[src/rtl/apb_irq_slave.sv]
// APB3 completer for a small interrupt controller: pending/enable registers and a registered
// fixed-priority IRQ output. Define APB_IRQ_WAIT_STATE_EN to insert one wait state per transfer.
module apb_irq_slave #(
  parameter int NUM_IRQ = 4,
  parameter int ID_W    = 2
) (
  input  logic               pclk,
  input  logic               rst_n,
  input  logic               psel,
  input  logic               penable,
  input  logic               pwrite,
  input  logic [31:0]        paddr,
  input  logic [31:0]        pwdata,
  output logic [31:0]        prdata,
  output logic               pready,
  output logic               pslverr,
  input  logic [NUM_IRQ-1:0] irq_trigger,
  output logic               irq_o,
  output logic [ID_W-1:0]    irq_id_o
);

  // Handshake: a transfer starts when psel & !penable is seen (SETUP cycle) and completes on
  // the edge where the slave is in ST_ACCESS with psel & penable (pready is 1 in that state).
  // Dropping psel before completion returns to idle with no register update.
  typedef enum logic [1:0] {
    ST_IDLE   = 2'd0,
    ST_WAIT   = 2'd1,
    ST_ACCESS = 2'd2
  } state_e;

  localparam logic [1:0] A_STATUS = 2'd0;
  localparam logic [1:0] A_ACTIVE = 2'd1;
  localparam logic [1:0] A_CLEAR  = 2'd2;
  localparam logic [1:0] A_ENABLE = 2'd3;

  state_e             state_q, state_d;
  logic [1:0]         addr_q, addr_d;
  logic               wr_q, wr_d;
  logic               err_q, err_d;
  logic [31:0]        prdata_q, prdata_d;
  logic [NUM_IRQ-1:0] pending_q, pending_d;
  logic [NUM_IRQ-1:0] enable_q, enable_d;
  logic               irq_q, irq_d;
  logic [ID_W-1:0]    irq_id_q, irq_id_d;

  logic               setup;
  logic               dec_err;
  logic               commit;
  logic [NUM_IRQ-1:0] clr_mask;
  logic [NUM_IRQ-1:0] active_src;
  logic [31:0]        rd_val;
  logic               pwdata_unused;

  assign pwdata_unused = ^pwdata[31:NUM_IRQ];

  assign setup   = psel & ~penable;
  assign dec_err = (paddr[31:2] != 30'd0) |
                   (pwrite & ((paddr[1:0] == A_STATUS) | (paddr[1:0] == A_ACTIVE)));
  assign commit  = (state_q == ST_ACCESS) & psel & penable & wr_q & ~err_q;
  assign active_src = pending_q & enable_q;

  always_comb begin
    rd_val = 32'd0;
    case (paddr[1:0])
      A_STATUS: rd_val = 32'(pending_q);
      A_ACTIVE: begin
        rd_val[8]        = irq_q;
        rd_val[ID_W-1:0] = irq_id_q;
      end
      A_ENABLE: rd_val = 32'(enable_q);
      default:  rd_val = 32'd0;
    endcase
  end

  always_comb begin
    state_d  = state_q;
    addr_d   = addr_q;
    wr_d     = wr_q;
    err_d    = err_q;
    prdata_d = prdata_q;
    case (state_q)
      ST_IDLE:   if (!setup) state_d = ST_IDLE;
      ST_WAIT:   state_d = psel ? ST_ACCESS : ST_IDLE;
      ST_ACCESS: state_d = ST_IDLE;
      default:   state_d = ST_IDLE;
    endcase
    // A SETUP cycle seen from idle, or directly after a completed ACCESS, starts a new transfer.
    if (setup && (state_q == ST_IDLE || state_q == ST_ACCESS)) begin
`ifdef APB_IRQ_WAIT_STATE_EN
      state_d = ST_WAIT;
`else
      state_d = ST_ACCESS;
`endif
      addr_d = paddr[1:0];
      wr_d   = pwrite;
      err_d  = dec_err;
      if (!pwrite) prdata_d = dec_err ? 32'd0 : rd_val;
    end
  end

  always_comb begin
    clr_mask = '0;
    enable_d = enable_q;
    if (commit && addr_q == A_CLEAR)  clr_mask = pwdata[NUM_IRQ-1:0];
    if (commit && addr_q == A_ENABLE) enable_d = pwdata[NUM_IRQ-1:0];
    // A trigger on the same edge as its clear wins.
    pending_d = (pending_q & ~clr_mask) | irq_trigger;
  end

  always_comb begin
    irq_d    = |active_src;
    irq_id_d = irq_id_q;
    for (int i = NUM_IRQ - 1; i >= 0; i--) begin
      if (active_src[i]) irq_id_d = ID_W'(i);
    end
  end

  always_ff @(posedge pclk or negedge rst_n) begin
    if (!rst_n) begin
      state_q   <= ST_IDLE;
      addr_q    <= 2'd0;
      wr_q      <= 1'b0;
      err_q     <= 1'b0;
      prdata_q  <= 32'd0;
      pending_q <= '0;
      enable_q  <= '0;
      irq_q     <= 1'b0;
      irq_id_q  <= '0;
    end else begin
      state_q   <= state_d;
      addr_q    <= addr_d;
      wr_q      <= wr_d;
      err_q     <= err_d;
      prdata_q  <= prdata_d;
      pending_q <= pending_d;
      enable_q  <= enable_d;
      irq_q     <= irq_d;
      irq_id_q  <= irq_id_d;
    end
  end

`ifdef APB_IRQ_WAIT_STATE_EN
  assign pready = (state_q == ST_ACCESS);
`else
  assign pready = 1'b1;
`endif
  assign pslverr  = err_q & (state_q == ST_ACCESS);
  assign prdata   = prdata_q;
  assign irq_o    = irq_q;
  assign irq_id_o = irq_id_q;

endmodule

[config.mk]
export PLATFORM = sky130hd
export DESIGN_NAME = apb_irq_slave
export DESIGN_NICKNAME = d
export VERILOG_FILES = /design/src/rtl/apb_irq_slave.sv
export SDC_FILE = /design/constraint.sdc
export NUM_CORES = 1
export LEC_CHECK = 0
export CORE_UTILIZATION = 35
export DETAILED_ROUTE_END_ITERATION = 7
export PLACE_DENSITY = 0.89
export SLEW_MARGIN = 20
export SYNTH_ARGS = -nofsm -noshare
export SYNTH_HDL_FRONTEND = slang
export SYNTH_SLANG_ARGS = --single-unit
export TNS_END_PERCENT = 30
[constraint.sdc]
create_clock -name pclk -period 3.08 [get_ports pclk]
set_input_delay 0.616 -clock pclk [delete_from_list [all_inputs] [get_ports pclk]]
set_output_delay 0.616 -clock pclk [all_outputs]
set_load 0.03 [all_outputs]
# After elaboration in Yosys (flattened, before gate mapping)

Index checks and enable logic that the tools add are counted.

Memories kept: 0
Input bits: 73
ROM bits: 0
Flip-flop bits (word level): 49
Memory bits (writable): 0
Word-level logic and storage cells: 55
Latch bits: 0

Order comparisons: 0
Bitwise logic cells: 16
Equality and inequality tests: 7
Shift-type cells: 0
Add/sub/neg operators: 0
Reduce and logical (&&, ||, !) cells: 10
Divide/modulo/power cells: 0
Multiplexer cells: 13
Multiply operators: 0

Operators with widths:

| kind                                                                     | number |
|---|---|
| 30-bit nonzero test                                                      | 1 |
| 2-bit two-way mux                                                        | 7 |
| 9-bit two-way mux                                                        | 1 |
| 4-bit bitwise AND                                                        | 2 |
| 2-bit == test (second input constant)                                    | 4 |
| 2-bit case mux with 2 select lines                                       | 2 |
| 1-bit bitwise AND                                                        | 7 |
| 2-bit case mux with 3 select lines                                       | 1 |
| 2-bit by 1-bit == test with 1-bit output (second input constant)         | 2 |
| 2-bit logical NOT                                                        | 2 |
| 4-bit two-way mux                                                        | 1 |
| 4-bit inverter                                                           | 1 |
| 4-bit OR                                                                 | 1 |
| 4-bit nonzero test                                                       | 1 |
| 4-bit OR reduction                                                       | 1 |
| 1-bit logical AND                                                        | 3 |
| 3-bit by 2-bit inequality test with 1-bit output (second input constant) | 1 |
| 1-bit inverter                                                           | 3 |
| 1-bit OR                                                                 | 2 |
| 2-bit AND reduction                                                      | 1 |
| 1-bit logical OR                                                         | 1 |
| 1-bit two-way mux                                                        | 1 |

# Logic depth before layout (Yosys ltp)

Depth in word-level cells: 10
Depth in mapped cells: 6

# Least setup slack after synthesis

Ideal clock, no wire load.

Path type: input to register
Start: input paddr[0]
End: register prdata_q[8], in the netlist prdata[8]
Setup time: 0.120 ns
Data arrival time: 1.510 ns
Setup slack: 1.450 ns
Cell stages on the path: 6
Path through: inv_1 -> ha_1 -> o21ai_0 -> and3_1 -> and3_1 -> a41o_1

Longest elaborated chain between the ends: 5
Elaborated cells between the ends (all ways): 7

Ends and longest elaborated chain:

| what                                                                          | line   | text |
|---|---|---|
| start, declared                                                               | 12     | `input logic [31:0] paddr,` |
| 2-bit by 1-bit == test with 1-bit output or 2-bit logical NOT (tied branches) | 58, 64 |  |
| 1-bit OR                                                                      | 58     | `(pwrite & ((paddr[1:0] == A_STATUS) \| (paddr[1:0] == A_ACTIVE)));` |
| 1-bit bitwise AND                                                             | 58     |  |
| 1-bit OR                                                                      | 57     | `assign dec_err = (paddr[31:2] != 30'd0) \|` |
| 9-bit two-way mux (*)                                                         | 97     | `if (!pwrite) prdata_d = dec_err ? 32'd0 : rd_val;` |
| end signal, assigned                                                          | 134    | `prdata_q <= prdata_d;` |
| end, declared                                                                 | 40     | `logic [31:0] prdata_q, prdata_d;` |

Every way passes the cells marked *; elsewhere a longest branch is shown, timed or not.
A chain may end at the register's enable or synchronous reset.

# Final worst setup path

Same ends and word-level chain as after synthesis.

==> flow_summary_export.csv <==
group,metric,value,unit
placement,dpl.hpwl,2330,um
critical_path,crit_top_cell,"and3_1",
timing,setup_ws,0.970,ns
clock_tree,cts_tree,"built",
pwr,p_per_area,380,nW/um^2
drt,vias,1081,
drt,drt_iter0_markers,14,
drt,dr.pass1.iters,4,
status,status,"finished, final reports clean",
global_routing,grt_util_met3,4.35,%
job,drv_cap,0,
drt,ant_nets,0,
floorplan,row_count,21,
timing,timing.hold.ws,0.521,ns
clock_tree,htree_levels,1,
floorplan,initial_utilization,37.7,%
logic_synthesis,seq_area_frac_synth,40.2,%
timing,max_slew_margin,37.6,%
timing,max_freq,0.474,GHz
clock_tree,root_buffer,"clkbuf_8",
critical_path,r2r-start,"err_q$_DFFE_PN0P_",
critical_path,slowest_delay,0.55,ns
timing,rsz0062_at_grt,"no",
drt,vias_per_cell,4.60,
floorplan,die-width,63.1,um
global_routing,grt_pass1_wl,4820,um
critical_path,critPathLaunch,"paddr[0]",
clock_tree,cts_buffers,3,
floorplan,io_pins,110,
critical_path,crit_type,"input pin to flop",
logic_synthesis,syn_area_per_cell,9.69,sq um
timing,setup_viol,0,
floorplan,core,3470,sq um
global_routing,grt-ovfl-total,0,
timing,timing_worst_slew_pin_value,0.932,ns
logic_synthesis,netlist_instances,135,
global_routing,grt_pass1_vias,1042,
timing,slew_viol_final,0,
placement,place_congestion,0.779,
final_layout,fillCellCount,324,
clock_tree,cts_resized,0,
clock_tree,postCtsSetupRepairBufs,0,
critical_path,crit_arrival,2.32,ns
global_routing,grtUsageMet2,26.9,%
timing,post-route-min-period,2.11,ns
final_layout,drive_gt1_share,7.94,%
global_routing,grt_max_degree,22,
global_routing,busiest_layer,"met2",
min_path,holdPathStages,1,
placement,pre_cts_ws,0.681,ns
floorplan,fp.dieH,63.1,um
floorplan,dieArea,3980,sq um
timing,finalHoldViolations,0,
logic_synthesis,synth-seq-cells,21,
logic_synthesis,netlist_area,1310,sq um
drt,post_drt_wl_per_cell,12.2,um
clock_tree,cts.sinks,21,
critical_path,end_kind,"flop",
critical_path,path_max_fanout,5,
placement,portBuffers,53,
pwr,power_leakage,0.780,nW
clock_tree,clk_latency,0.26,ns
global_routing,antenna_found_initial,0,
critical_path,startpoint_type,"input pin",
logic_synthesis,synth_cell_types,29,
global_routing,met1_usage,17.5,%
logic_synthesis,ys_warn_count,0,
timing,finalClockSkew,0.00352,ns
clock_tree,cts_buffer_depth,2,
min_path,worstHoldStart,"enable_q[0]$_DFFE_PN0P_",
pwr,finalPower,0.000694,W
critical_path,path_cells,"clkdlybuf4s50_1, inv_1, ha_1, o21ai_0, and3_1, and3_1, a41o_1",
final_layout,n_antenna_cell,0,
min_path,holdCritPathClass,"flop to flop",
final_layout,area_growth,39.6,%
clock_tree,postCtsHoldBufs,0,
timing,finalSetupTns,0,ns
timing,fin_crit_sh,68.5,%
final_layout,finalNetCount,267,
critical_path,cp.required,3.29,ns
critical_path,slowest_stage,"clkdlybuf4s50_1",
global_routing,grt_util_all_layers,15.5,%
critical_path,reg2reg_depth,4,
drt,drt-total-wl,2860,um
pwr,vdd_drop_max,264,uV
drt,drc_errors,0,
clock_tree,path_clk_slew,0.08,ns
## worst paths after layout
kind | endpoint | slack [ns]
setup reg to reg | pending_q[1]$_DFF_PN0_ | 1.72
hold / removal | irq_id_o[0]$_DFFE_PN0P_ | 0.52
min in group asynchronous | irq_id_o[0]$_DFFE_PN0P_ | 0.87
setup / recovery | prdata[8]$_DFFE_PN0P_ | 0.97
max in group asynchronous | wr_q$_DFFE_PN0P_ | 1.64
hold reg to reg | irq_id_o[0]$_DFFE_PN0P_ | 0.52
## per-stage QoR
| stage | util, % | instances | instance area (sq um) |
|---|---|---|---|
| 2_1_floorplan | - | 161 | 1410 |
| 5_1_grt | 52.6 | 235 | 1830 |
| 4_1_cts | 52.6 | 235 | 1830 |
| 3_3_place_gp | 51.3 | 231 | 1780 |
| 6_report | 52.6 | 235 | 1830 |
| 3_5_place_dp | 51.3 | 231 | 1780 |
## routing by layer
| metal | share of wire (%) | vias up |
|---|---|---|
| li1 | - | 533 |
| met3 | 9.1 | 5 |
| met1 | 40 | 483 |
| met5 | 0 | - |
| met2 | 49 | 60 |
| met4 | 1.7 | 0 |
## area by class of cell
type | instances | area, sq um | share of cell area (%)
clock inverters | 1 | 5.00 | 0.274
clock buffers | 3 | 41.3 | 2.26
well taps | 46 | 57.6 | 3.15
flip-flops and latches | 21 | 526 | 28.8
multi-input cells | 104 | 639 | 35.0
inverters | 7 | 26.3 | 1.44
repair buffers | 53 | 531 | 29.1
## power by group
group          internal, W  leakage, nW  switching [W]
sequential        0.000293        0.258      0.0000142
combinational    0.0000903        0.497       0.000114
clock            0.0000903       0.0255      0.0000921
total             0.000474        0.780       0.000220
## worst max-delay path: cells and delay by family
family                   cells  cell delay [ns]
buffers and inverters        2             0.63
AND/OR/NAND/NOR              2             0.41
AO/OA/AOI/OAI                2             0.40
adder cells (fa/ha/maj)      1             0.26
## cells in the mapped netlist
| cell type | n | area [sq um] |
|---|---|---|
| mux2_2 | 7 | 78.8 |
| buf_4 | 28 | 210 |
| clkbuf_1 | 1 | 3.75 |
| nor3_1 | 1 | 5.00 |
| nor2_1 | 7 | 26.3 |
| and4_2 | 1 | 10.0 |
| nand2b_1 | 1 | 6.26 |
| ha_1 | 4 | 50.1 |
| a21boi_0 | 1 | 7.51 |
| and3_1 | 4 | 25.0 |
| o21ai_0 | 3 | 15.0 |
| nand3_1 | 2 | 10.0 |
| a41o_1 | 1 | 10.0 |
| nand2_1 | 7 | 26.3 |
| a22oi_1 | 4 | 30.0 |
| nor4_2 | 2 | 25.0 |
| conb_1 | 2 | 7.51 |
| and2_1 | 2 | 12.5 |
| nor3b_2 | 1 | 12.5 |
| a222oi_1 | 2 | 20.0 |
| inv_1 | 7 | 26.3 |
| and4_1 | 1 | 8.76 |
| o22ai_1 | 2 | 12.5 |
| dfrtp_1 | 21 | 526 |
| nand4_1 | 3 | 18.8 |
| a21o_1 | 4 | 30.0 |
| a21oi_1 | 5 | 25.0 |
| nor4_1 | 9 | 56.3 |
| nor2b_1 | 2 | 12.5 |
## registers in the layout (all words and copies together) (netlist names)
signal and count:
addr_q 2, enable_q 4, state_q 1, prdata 5
err_q 1, irq_id_o 2, irq_o 1, wr_q 1
pending_q 4
## cell usage in the layout (no fill, tap or decap)
cell type,n
clkbuf_8,3
nor4_1,9
a41o_1,1
nor2_1,7
nand2b_1,1
nand2_1,7
nor4_2,2
nand3_1,2
o22ai_1,2
a222oi_1,2
nor3_1,1
conb_1,28
and4_2,1
nor2b_1,2
a21o_1,4
ha_1,4
o21ai_0,3
a21oi_1,5
clkinv_2,1
clkdlybuf4s50_1,53
inv_1,7
and4_1,1
and3_1,4
and2_1,2
a22oi_1,4
dfrtp_1,21
nor3b_2,1
a21boi_0,1
mux2_2,7
nand4_1,3
## kinds of logic (layout without fill, tap and decap cells)
group                      after synthesis  in the layout  share of synthesized area [%]
muxes                                    7              7                           6.03
and+or+nand+nor                         43             43                           19.5
DFF                                     21             21                           40.2
other                                    2             28                          0.574
buffers and inverters                   36             64                           18.4
AOI/OAI and AO/OA                       22             22                           11.5
adders and majority gates                4              4                           3.83
(Power assumes the default switching activity.)
